<file path="src/rtl/audio_seq_pkg.sv">
// -----------------------------------------------------------------------------
// audio_seq_pkg
// Shared types and constants for the audio filter sequencer.
//   state_e              : sequencer FSM states
//   MIN_RD_TO_WR_LATENCY : cycles from a codec read strobe to the earliest
//                          codec write strobe for the same sample
// -----------------------------------------------------------------------------
package audio_seq_pkg;

  typedef enum logic [2:0] {
    S_WARMUP  = 3'd0,
    S_IDLE    = 3'd1,
    S_FILTER  = 3'd2,
    S_LATCH   = 3'd3,
    S_WAIT_WR = 3'd4
  } state_e;

  localparam int unsigned MIN_RD_TO_WR_LATENCY = 3;

endpackage

</file>
<file path="src/rtl/timeout_counter.sv">
// -----------------------------------------------------------------------------
// timeout_counter
// Up-counter with synchronous clear and a terminal-count flag at LIMIT-1.
// The count holds at LIMIT-1 once reached, so tc_o stays high until cleared.
//   clk_i    : clock
//   reset_i  : synchronous active-high reset, count -> 0
//   clear_i  : synchronous clear, count -> 0 (wins over enable_i)
//   enable_i : advance the count by one
//   tc_o     : high while count == LIMIT-1
// -----------------------------------------------------------------------------
module timeout_counter #(
  parameter int unsigned LIMIT = 1024
) (
  input  logic clk_i,
  input  logic reset_i,
  input  logic clear_i,
  input  logic enable_i,
  output logic tc_o
);

  localparam int unsigned CW = (LIMIT > 1) ? $clog2(LIMIT) : 1;

  logic [CW-1:0] count_q;
  logic [CW-1:0] count_d;

  assign tc_o = (count_q == CW'(LIMIT - 1));

  always_comb begin
    count_d = count_q;
    if (clear_i) begin
      count_d = '0;
    end else if (enable_i && !tc_o) begin
      count_d = count_q + CW'(1);
    end
  end

  always_ff @(posedge clk_i) begin
    if (reset_i) begin
      count_q <= '0;
    end else begin
      count_q <= count_d;
    end
  end

endmodule

</file>
<file path="src/rtl/audio_filter_sequencer.sv">
// -----------------------------------------------------------------------------
// audio_filter_sequencer
// Moves one stereo sample at a time from the codec, through the external
// left/right averaging filters, and back to the codec.
//
// Ports:
//   clk, reset                      : clock, synchronous active-high reset
//   bypass                          : 1 = write raw sample, 0 = filter output
//   read_ready / read               : codec input handshake
//   readdata_left/right             : codec input samples
//   write_ready / write             : codec output handshake
//   writedata_left/right            : codec output samples (registered)
//   filt_enable                     : one-cycle enable to both filters
//   filt_in_left/right              : filter data_in (the captured sample)
//   filt_out_left/right             : filter data_out
//   busy                            : high whenever the FSM is not in S_IDLE
//   drop_count                      : saturating count of timed-out writes
//   state_dbg                       : current FSM state, for observation
//
// Handshake: a transfer happens in any cycle where the strobe and its ready
// are both high. read is only raised in S_IDLE (read = read_ready there), and
// write is only raised in S_WAIT_WR (write = write_ready there); both are
// combinational, so each transfer strobes for exactly one cycle. read_ready
// seen in any other state is left for a later S_IDLE.
// -----------------------------------------------------------------------------
module audio_filter_sequencer
  import audio_seq_pkg::*;
#(
  parameter int unsigned DATA_WIDTH = 24,
  parameter int unsigned WR_TIMEOUT = 1024,
  parameter int unsigned DROP_WIDTH = 16
) (
  input  logic                  clk,
  input  logic                  reset,
  input  logic                  bypass,
  input  logic                  read_ready,
  input  logic                  write_ready,
  input  logic [DATA_WIDTH-1:0] readdata_left,
  input  logic [DATA_WIDTH-1:0] readdata_right,
  output logic                  read,
  output logic                  write,
  output logic [DATA_WIDTH-1:0] writedata_left,
  output logic [DATA_WIDTH-1:0] writedata_right,
  output logic                  filt_enable,
  output logic [DATA_WIDTH-1:0] filt_in_left,
  output logic [DATA_WIDTH-1:0] filt_in_right,
  input  logic [DATA_WIDTH-1:0] filt_out_left,
  input  logic [DATA_WIDTH-1:0] filt_out_right,
  output logic                  busy,
  output logic [DROP_WIDTH-1:0] drop_count,
  output state_e                state_dbg
);

  state_e                state_q;
  state_e                state_d;

  logic [DATA_WIDTH-1:0] cap_left_q;
  logic [DATA_WIDTH-1:0] cap_right_q;
  logic                  bypass_q;
  logic [DATA_WIDTH-1:0] wd_left_q;
  logic [DATA_WIDTH-1:0] wd_right_q;
  logic [DROP_WIDTH-1:0] drop_q;

  logic                  tmo_clear;
  logic                  tmo_enable;
  logic                  tmo_tc;
  logic                  drop_event;
  logic                  latch_out;

  // ---------------------------------------------------------------------------
  // Write timeout: cleared on the S_LATCH edge so the first S_WAIT_WR cycle
  // sees 0; terminal count means WR_TIMEOUT cycles have been spent waiting.
  // ---------------------------------------------------------------------------
  timeout_counter #(
    .LIMIT(WR_TIMEOUT)
  ) u_wr_timeout (
    .clk_i    (clk),
    .reset_i  (reset),
    .clear_i  (tmo_clear),
    .enable_i (tmo_enable),
    .tc_o     (tmo_tc)
  );

  // ---------------------------------------------------------------------------
  // Next-state and strobe logic
  // ---------------------------------------------------------------------------
  always_comb begin
    state_d     = state_q;
    read        = 1'b0;
    write       = 1'b0;
    filt_enable = 1'b0;
    tmo_clear   = 1'b0;
    tmo_enable  = 1'b0;
    drop_event  = 1'b0;
    latch_out   = 1'b0;
    case (state_q)
      // Filters ignore enable in their first cycle out of reset.
      S_WARMUP: begin
        state_d = S_IDLE;
      end
      S_IDLE: begin
        if (read_ready) begin
          read    = 1'b1;
          state_d = S_FILTER;
        end
      end
      // Filters run in bypass mode too so their window stays continuous.
      S_FILTER: begin
        filt_enable = 1'b1;
        state_d     = S_LATCH;
      end
      S_LATCH: begin
        latch_out = 1'b1;
        tmo_clear = 1'b1;
        state_d   = S_WAIT_WR;
      end
      S_WAIT_WR: begin
        write = write_ready;
        if (write_ready) begin
          // A write on the terminal-count cycle wins over the drop.
          state_d = S_IDLE;
        end else if (tmo_tc) begin
          drop_event = 1'b1;
          state_d    = S_IDLE;
        end else begin
          tmo_enable = 1'b1;
        end
      end
      default: begin
        state_d = S_WARMUP;
      end
    endcase
  end

  // ---------------------------------------------------------------------------
  // State and datapath registers
  // ---------------------------------------------------------------------------
  always_ff @(posedge clk) begin
    if (reset) begin
      state_q     <= S_WARMUP;
      cap_left_q  <= '0;
      cap_right_q <= '0;
      bypass_q    <= 1'b0;
      wd_left_q   <= '0;
      wd_right_q  <= '0;
      drop_q      <= '0;
    end else begin
      state_q <= state_d;
      // bypass is captured with the sample so later changes do not affect it.
      if (read) begin
        cap_left_q  <= readdata_left;
        cap_right_q <= readdata_right;
        bypass_q    <= bypass;
      end
      if (latch_out) begin
        if (bypass_q) begin
          wd_left_q  <= cap_left_q;
          wd_right_q <= cap_right_q;
        end else begin
          wd_left_q  <= filt_out_left;
          wd_right_q <= filt_out_right;
        end
      end
      if (drop_event && (drop_q != {DROP_WIDTH{1'b1}})) begin
        drop_q <= drop_q + DROP_WIDTH'(1);
      end
    end
  end

  assign filt_in_left    = cap_left_q;
  assign filt_in_right   = cap_right_q;
  assign writedata_left  = wd_left_q;
  assign writedata_right = wd_right_q;
  assign drop_count      = drop_q;
  assign busy            = (state_q != S_IDLE);
  assign state_dbg       = state_q;

endmodule

</file>
<file path="config.mk">
export PLATFORM = sky130hd
export DESIGN_NAME = audio_filter_sequencer
export DESIGN_NICKNAME = d
export VERILOG_FILES = /design/src/rtl/audio_seq_pkg.sv /design/src/rtl/timeout_counter.sv /design/src/rtl/audio_filter_sequencer.sv
export SDC_FILE = /design/constraint.sdc
export NUM_CORES = 1
export LEC_CHECK = 0
export CAP_MARGIN = 20
export CORE_MARGIN = 3
export CORE_UTILIZATION = 25
export DETAILED_ROUTE_END_ITERATION = 10
export GPL_ROUTABILITY_DRIVEN = 1
export GPL_TIMING_DRIVEN = 1
export SLEW_MARGIN = 40
export SYNTH_ARGS = -nofsm -noshare
export SYNTH_HDL_FRONTEND = slang
export SYNTH_SLANG_ARGS = --single-unit
</file>
<file path="constraint.sdc">
create_clock -name clk -period 2.9 [get_ports clk]
set_clock_uncertainty 0.2 [all_clocks]
set_input_delay 0.87 -clock clk [delete_from_list [all_inputs] [get_ports clk]]
set_output_delay 0.87 -clock clk [all_outputs]
set_load 0.05 [all_outputs]
</file>
==> results.cfg, run 1 <==
[grt]
grt_first_pass_wirelength_mm = 25.6
grt_max_degree = 99
grt_remaining_overflow = 0
grtUsageTotal = 0.142
grt_pass1_vias = 4731
grt_antenna_before_repair = 0

[power]
peakVddDrop_mv = 0.332
powerDensity_nw_per_um2 = 600
p_sw_frac = 0.262
intPower_mw = 3.75
p_switching_mw = 1.33
combPwrFrac = 0.157
pwr-share-seq = 0.366
leakage_nw = 2.84
p_clk_frac = 0.477

[worst_setup_path]
crit_required_ns = 1.83
ff2ff_setup_slack_ns = 0.75
cp_slowest_cell = clkdlybuf4s50_1
path_delay_family = buffers and inverters
r2r_start = drop_count[0]
startpoint = state_dbg[2]
worstPathMaxFanout = 8
worstReg2RegEnd = drop_count[15]
worst-path-buf-inv = 1
cp_slowest_stage_delay_ns = 0.87
cp-end-kind = output port
cp.arrival_ns = 1.75
cp-start-kind = flip-flop
worstPathCellList = clkdlybuf4s50_1
reg2reg_depth = 7
worstSetupPathType = reg -> out

[sta]
worst_slew_pin_slew_ns = 0.650
fmax_mhz = 354
finalHoldViolCount = 0
tns_ns = 0
grt_setup_unrepaired = no
fin_crit_ns = 2.82
relSlewSlack = 0.567
period_share = 0.974
setup_violations = 0
finalMaxSlewViolations = 0

[synth]
synth-compound-area-share = 0.129
synthTopCellsByArea = dfxtp_1 (48%), mux2i_1 (9.3%), nand2_1 (7.9%), a211oi_1 (6.8%), nor2_1 (5.5%)
synth_top_family_by_area = simple AND/OR/NAND/NOR gates
ys_seq_elements = 126
yosys.cell_count.top_type = dfxtp_1
synthAdderAreaFrac = 0.00473
synth_common_cells = dfxtp_1 (126), nand2_1 (111), nor2_1 (77)
synth_top_cell_area_share = 0.477
yosys_warnings = 0
synth.distinct_cells = 41
ys_seq_area_frac = 0.477
synth_top_area_cell = dfxtp_1
async_flop_share = 0
synth_fp_nets = 699
avgSynthCellArea_sq_um = 8.87
syn_inst = 596
synth_enable_flop_cells = 0
synthMuxAreaShare = 0.0927
syn-cell-area_sq_um = 5290
synth-main-ff-cell = dfxtp_1
synth_simple_gate_area_frac = 0.220
synthXorXnorAreaFrac = 0.0364

[hold_path]
holdPathStages = 2
hold_path_class = reg -> reg
min_from = filt_in_right[4]
holdPathEnd = filt_in_right[4]

[die]
die_x_microns = 151
die_h_microns = 151
num_rows = 52
core_sq_um = 20500
ioPinCount = 220
initial_utilization = 0.258
die-area_sq_um = 22900

[clock_network]
cts_root_buf = clkbuf_16
cts_buffers = 17
cts_tree = done
h-tree-depth = 4
cts_hold_buf = 0
numClockSinks = 126
clk_pin_slew_ns = 0.06
clk-insertion-delay-late_ns = 0.41
clk_path_buf_depth = 2

[routing]
drt_iter0_markers = 160
viasPerCell = 4.46
drt-total-wl_mm = 16.7
antenna_left = 0
drc_errors = 0
wire_per_inst_microns = 15.3
num_vias = 4848
drtPass1Iterations = 4

[run]
drv_cap = 0

[status]
status = completed

[placement]
place_area_sq_um = 7790
io_buffers = 219
dp_hpwl_mm = 11.2
place_congestion = 0.738

[final_layout]
n_antenna_cell = 0
drive_gt1_frac = 0.0967
design_area_sq_um = 8460
nets = 907
area_growth_pct = 60.0
per-layer routing:
| metal | GRT usage | share of wire | up-vias | wire [microns] |
|---|---|---|---|---|
| met3 | 0.0509 | 0.070 | 19 | 1170 |
| met4 | 0.0485 | 0.018 | 0 | 306 |
| met2 | 0.227 | 0.46 | 134 | 7700 |
| met1 | 0.177 | 0.45 | 2226 | 7500 |
| li1 | - | - | 2469 | - |
| met5 | 0 | 0 | - | 0 |
through the flow:
stage | total power [mW] | hold slack, ns | cells | setup slack, ns | utilization
CTS | 5.15 | 0.270 | 1087 | 0.0369 | 0.413
detailed placement | 2.70 | 0.262 | 1055 | -0.0387 | 0.380
floorplan | 2.35 | 0.271 | 596 | 0.187 | -
finish | 5.07 | 0.267 | 1087 | 0.0768 | 0.413
global placement | 2.70 | 0.256 | 1055 | -0.0360 | 0.380
global route | 5.28 | 0.287 | 1087 | 0.0166 | 0.413
layout by cell type, fill, tap and decap left out, types with 14 or more instances in the layout:
cell type and count:
a211oi_1 48, mux2i_1 49, a21oi_1 52, clkdlybuf4s50_1 212, nand2_1 110, xnor2_1 14
dfxtp_1 125, buf_4 14, clkbuf_16 17, nor2_1 77
cell type report:
class	instances	area (sq um)
Multi-Input combinational cell	423	2570
Inverter	3	11.3
Fill cell	2077	12000
Clock inverter	14	241
Sequential cell	126	2530
Timing Repair Buffer	233	2340
Clock buffer	18	429
Tap cell	270	338
worst max path at each step:
stage	to	slack, ns	cells after the start
global placement	write	-0.04	4
CTS	state_dbg[2]	0.04	1
global route	state_dbg[2]	0.02	1
detailed placement	write	-0.04	4
floorplan	read	0.19	4
finish	state_dbg[2]	0.08	1
power groups by stage:
stage	Clock (mW)	Combinational (mW)	Sequential [mW]
2_1_floorplan	0	0.226	2.12
3_3_place_gp	0	0.804	1.90
3_5_place_dp	0	0.804	1.90
4_1_cts	2.49	0.806	1.86
5_1_grt	2.56	0.849	1.87
6_report	2.42	0.796	1.86
registers in the layout, indices dropped and copies added, names as in the netlist:
signal                count
writedata_right          24
drop_count               16
bypass_q                  1
u_wr_timeout.count_q     10
state_dbg                 3
filt_in_left             24
writedata_left           24
filt_in_right            24
cell families after synthesis:
kind of cell,count (synthesis)
adder cells (fa/ha/maj),2
multiplexers,49
buffers and inverters,47
flip-flops,126
XOR/XNOR,22
AO/OA/AOI/OAI,107
AND/OR/NAND/NOR,243
what timing repair did:
action | CTS | global route
setup buffers | 0 | 0
gates resized for setup | 2 | 0
setup endpoints to repair | 2 | 0
No activity file was read; power rests on OpenSTA's default activity.
==> run 2: changes to the inputs <==
--- a/config.mk
+++ b/config.mk
@@ -6,6 +6,7 @@
 export NUM_CORES = 1
 export LEC_CHECK = 0
 export CAP_MARGIN = 20
+export CORE_ASPECT_RATIO = 0.8
 export CORE_MARGIN = 3
 export CORE_UTILIZATION = 25
 export DETAILED_ROUTE_END_ITERATION = 10
==> run 2 against run 1 <==
Against the previous run:
- sequential cell count stayed put
- non-clock buffer count shrank 1
- critical path depth stayed put
- first-iteration DRC count is 86% higher
- hold slack gained 0.0016 ns
- routed wire length shrank 2.2%
- largest cell class unchanged
- highest routed layer unchanged
==> results.cfg, run 2 (synthesis gave the netlist of run 1 again) <==
[final_layout]
nets = 906
design_area_sq_um = 8400
area_growth_pct = 58.8
fillerInstances = 2061
layout_common_cells = clkdlybuf4s50_1 (212), dfxtp_1 (125), nand2_1 (110), nor2_1 (77), a21oi_1 (52)
drive_gt1_frac = 0.0945
final_common_cell = clkdlybuf4s50_1
n_antenna_cell = 0

[hold_path]
holdPathStages = 2
hold_path_class = reg -> reg
min_from = filt_in_right[4]
holdPathEnd = filt_in_right[4]

[power]
p_total_mw = 4.84
p_clk_frac = 0.452
intPower_mw = 3.54
powerDensity_nw_per_um2 = 576
p_switching_mw = 1.31
pwr-share-seq = 0.383
p_sw_frac = 0.270
leakage_nw = 2.81
combPwrFrac = 0.165
peakVddDrop_mv = 0.368

[grt]
grt_first_pass_wirelength_mm = 25.4
grt_remaining_overflow = 0
grt_pass1_vias = 4605
grt_antenna_before_repair = 0
grtUsageTotal = 0.139
grt_max_degree = 60

[clock_network]
numClockSinks = 126
clk-insertion-delay-late_ns = 0.41
cts_root_buf = clkbuf_16
clk_path_buf_depth = 2
cts_hold_buf = 0
h-tree-depth = 4
clk_pin_slew_ns = 0.06
cts_tree = done
cts_buffers = 17

[routing]
highest_layer = met4
drt-total-wl_mm = 16.3
wirelength_met1_mm = 7.76
viasPerCell = 4.48
wl_met3_mm = 1.17
antenna_left = 0
num_vias = 4836
drtPass1Iterations = 4
wire_per_inst_microns = 15.1
wl_met2_mm = 7.24
drt_iter0_markers = 297
drc_errors = 0

[sta]
finalMaxSlewViolations = 0
grt_setup_unrepaired = no
tns_ns = 0
relSlewSlack = 0.577
fmax_mhz = 359
finalHoldViolCount = 0
fin_crit_ns = 2.78
setup_violations = 0
period_share = 0.960
worst_slew_pin_slew_ns = 0.634

[worst_setup_path]
worstPathCellList = clkdlybuf4s50_1
cp_slowest_stage_delay_ns = 0.86
cp-start-kind = flip-flop
cp-end-kind = output port
reg2reg_depth = 8
crit_required_ns = 1.83
worstPathMaxFanout = 6
worstSetupPathType = reg -> out
worst-path-buf-inv = 1
cp.arrival_ns = 1.71
worstReg2RegEnd = drop_count[0]
r2r_start = drop_count[0]
ff2ff_setup_slack_ns = 0.80
cp_slowest_cell = clkdlybuf4s50_1
path_delay_family = buffers and inverters

[run]
drv_cap = 0

[placement]
place_congestion = 0.750
io_buffers = 219
place_area_sq_um = 7790
dp_hpwl_mm = 11.2

[die]
die-area_sq_um = 22900
num_rows = 46
die_x_microns = 169
core_sq_um = 20300
die_h_microns = 136
initial_utilization = 0.260
ioPinCount = 220

[status]
status = completed
[run 2: cell types whose count changed in the layout (fill, tap and decap cells not counted)]
| cell | delta |
|---|---|
| buf_4 | -2 |
| buf_12 | +1 |
| clkbuf_8 | +4 |
| clkinv_4 | -2 |
| bufinv_16 | -4 |
| clkbuf_16 | +1 |
[run 2: what timing repair did]
| action | in CTS | in global routing |
|---|---|---|
| setup endpoints to repair | 2 | 0 |
| gates resized for setup | 2 | 0 |
| setup buffers | 0 | 0 |
[run 2: tightest hold or removal path, cell delays in order, from the launching register on]
cell and delay [ns]:
dfxtp_1 0.32, nand2_1 0.05, a21oi_1 0.05
[run 2: final cells by class]
class / count / area (sq um) / area share
timing repair buffer: 232 / 2350 / 0.280
clock buffer: 23 / 509 / 0.0606
multi-input combinational: 423 / 2570 / 0.306
sequential: 126 / 2530 / 0.301
tap: 264 / 330 / 0.0393
inverter: 3 / 11.3 / 0.00134
clock inverter: 8 / 104 / 0.0124
[run 2: how the worst max path moves through the flow]
stage	startpoint	endpoint	slack [ns]	cells after the start
2_1_floorplan	state_dbg[0]	read	0.19	4
3_3_place_gp	write_ready	write	-0.03	4
3_5_place_dp	write_ready	write	-0.03	4
4_1_cts	drop_count[11]	drop_count[11]	0.09	1
5_1_grt	drop_count[11]	drop_count[11]	0.05	1
6_report	drop_count[11]	drop_count[11]	0.12	1
[run 2: per-stage QoR]
stage	setup WS [ns]	hold WS (ns)	std cells	utilization
after global routing	0.0536	0.291	1079	0.413
final	0.115	0.269	1079	0.413
after CTS	0.0859	0.269	1079	0.413
after detailed placement	-0.0304	0.263	1048	0.383
after floorplan	0.187	0.271	596	-
after global placement	-0.0332	0.261	1048	0.383
[run 2: power by group through the flow]
| stage | Sequential (mW) | Clock (mW) | Combinational [mW] |
|---|---|---|---|
| 5_1_grt | 1.87 | 2.34 | 0.848 |
| 4_1_cts | 1.86 | 2.26 | 0.809 |
| 2_1_floorplan | 2.12 | 0 | 0.226 |
| 3_5_place_dp | 1.89 | 0 | 0.806 |
| 3_3_place_gp | 1.89 | 0 | 0.806 |
| 6_report | 1.86 | 2.19 | 0.798 |
[run 2: routing by layer]
layer,GRT usage,vias to the layer above
li1,-,2467
met1,0.184,2203
met2,0.214,155
met3,0.0488,11
met4,0.0413,0
met5,0,-
==> run 3: changes to the inputs <==
--- a/config.mk
+++ b/config.mk
@@ -12,6 +12,7 @@
 export DETAILED_ROUTE_END_ITERATION = 10
 export GPL_ROUTABILITY_DRIVEN = 1
 export GPL_TIMING_DRIVEN = 1
+export SETUP_SLACK_MARGIN = 0.5
 export SLEW_MARGIN = 40
 export SYNTH_ARGS = -nofsm -noshare
 export SYNTH_HDL_FRONTEND = slang
==> run 3 against run 2 <==
Against the previous run:
- cell count up 1.1%
- core utilization down 0.24 points
- sequential share of layout area up 0.31 points
- power down 3.1%
- critical endpoint is now write
==> results.cfg, run 3 (synthesis gave the netlist of run 1 again) <==
[status]
status = completed

[clock_network]
clk-insertion-delay-late_ns = 0.40
clk_path_buf_depth = 2
cts_buffers = 17
cts_root_buf = clkbuf_16
cts_tree = done
numClockSinks = 126
clk_pin_slew_ns = 0.05
h-tree-depth = 4

[grt]
grtUsageTotal = 0.142
grt_remaining_overflow = 0
grt_max_degree = 70
grt_pass1_vias = 4691
grt_antenna_before_repair = 0
grt_first_pass_wirelength_mm = 25.8

[worst_setup_path]
worstPathCellList = buf_8, nand2_4, nor3_4, buf_12
worstPathMaxFanout = 2
cp.arrival_ns = 1.34
r2r_start = state_dbg[2]
worstReg2RegEnd = filt_in_left[9]
cp_slowest_stage_delay_ns = 0.19
ff2ff_setup_slack_ns = 0.69
reg2reg_depth = 11
crit_required_ns = 1.83
worstSetupPathType = in -> out
path_delay_family = buffers and inverters
startpoint = write_ready
worst-path-buf-inv = 2
cp_slowest_cell = nor3_4
cp-start-kind = input pin
cp-end-kind = output port

[sta]
setup_violations = 0
worst_slew_pin_slew_ns = 0.642
grt_setup_unrepaired = yes
finalHoldViolCount = 0
fmax_mhz = 414
hold_slack_ns = 0.267
tns_ns = 0
fin_crit_ns = 2.41
period_share = 0.833
finalMaxSlewViolations = 0
relSlewSlack = 0.572

[power]
powerDensity_nw_per_um2 = 562
intPower_mw = 3.41
p_total_mw = 4.69
leakage_nw = 3.08
p_switching_mw = 1.28
peakVddDrop_mv = 0.282
combPwrFrac = 0.166
p_sw_frac = 0.273
pwr-share-seq = 0.396
p_clk_frac = 0.438

[placement]
place_congestion = 0.743
io_buffers = 219
dp_hpwl_mm = 11.2

[die]
die_h_microns = 136
num_rows = 46
ioPinCount = 220
die_x_microns = 169
initial_utilization = 0.260
core_sq_um = 20300
die-area_sq_um = 22900

[final_layout]
area_growth_pct = 57.9
layout_common_cells = dfxtp_1 (122), nand2_1 (109), clkdlybuf4s50_1 (97), nor2_1 (77), a21oi_1 (52)
drive_gt1_frac = 0.180
fillerInstances = 2041
n_antenna_cell = 0
final_common_cell = dfxtp_1
nets = 921

[routing]
drt_iter0_markers = 224
drtPass1Iterations = 4
antenna_left = 0
viasPerCell = 4.47
num_vias = 4879
wire_per_inst_microns = 15.2
drc_errors = 0
drt-total-wl_mm = 16.6

[hold_path]
hold_path_class = reg -> reg
min_from = filt_in_left[22]
holdPathEnd = filt_in_left[22]
holdPathStages = 2

[run]
drv_cap = 0
[run 3: how the worst max path moves through the flow]
| stage | to | slack (ns) | depth (start not counted) |
|---|---|---|---|
| final | write | 0.49 | 4 |
| after global routing | filt_enable | 0.44 | 3 |
| after CTS | busy | 0.31 | 3 |
| after detailed placement | drop_count[6] | 0.01 | 8 |
| after global placement | drop_count[6] | 0.04 | 8 |
| after floorplan | write | 0.46 | 2 |
[run 3: layout make-up]
class                   count  area [sq um]  area share
clock buffers              21           470      0.0563
clock inverters             7          88.8      0.0106
inverters                   3          11.3     0.00135
multi-input cells         423          2600       0.311
flip-flops and latches    126          2540       0.304
well taps                 264           330      0.0396
repair buffers            247          2310       0.277
[run 3: worst register-to-register path: cells and delay by family, from the launching register on]
family / cells / cell delay [ns]
compound gates: 1 / 0.06
buf+inv: 7 / 0.97
simple gates: 3 / 0.47
flops: 1 / 0.38
[run 3: layer usage]
metal / part of all wire / track usage
met5: 0 / 0
met4: 0.0075 / 0.0368
met3: 0.073 / 0.0529
met2: 0.44 / 0.218
met1: 0.48 / 0.190
[run 3: what timing repair did]
item                                    4_1_cts  5_1_grt
hold buffers                                  0        0
setup buffers                                 8        8
pin swaps                                     3        3
endpoints found under the setup margin      126      119
gates resized for setup                     195       84
[run 3: stage by stage]
stage                     std cells  setup slack [ns]  utilization  instance area, sq um
after CTS                      1083             0.310        0.413                  8390
after floorplan                 596             0.462            -                  5320
after global placement         1047            0.0430        0.384                  7800
after detailed placement       1047            0.0148        0.384                  7800
after global routing           1091             0.437        0.411                  8350
final                          1091             0.485        0.411                  8350
[run 3: power groups by stage]
stage / Clock [mW] / Sequential (mW) / Combinational, mW
after global routing: 2.20 / 1.87 / 0.826
after floorplan: 0 / 2.12 / 0.227
after CTS: 2.12 / 1.86 / 0.781
after detailed placement: 0 / 1.90 / 0.801
after global placement: 0 / 1.90 / 0.803
final: 2.06 / 1.86 / 0.777
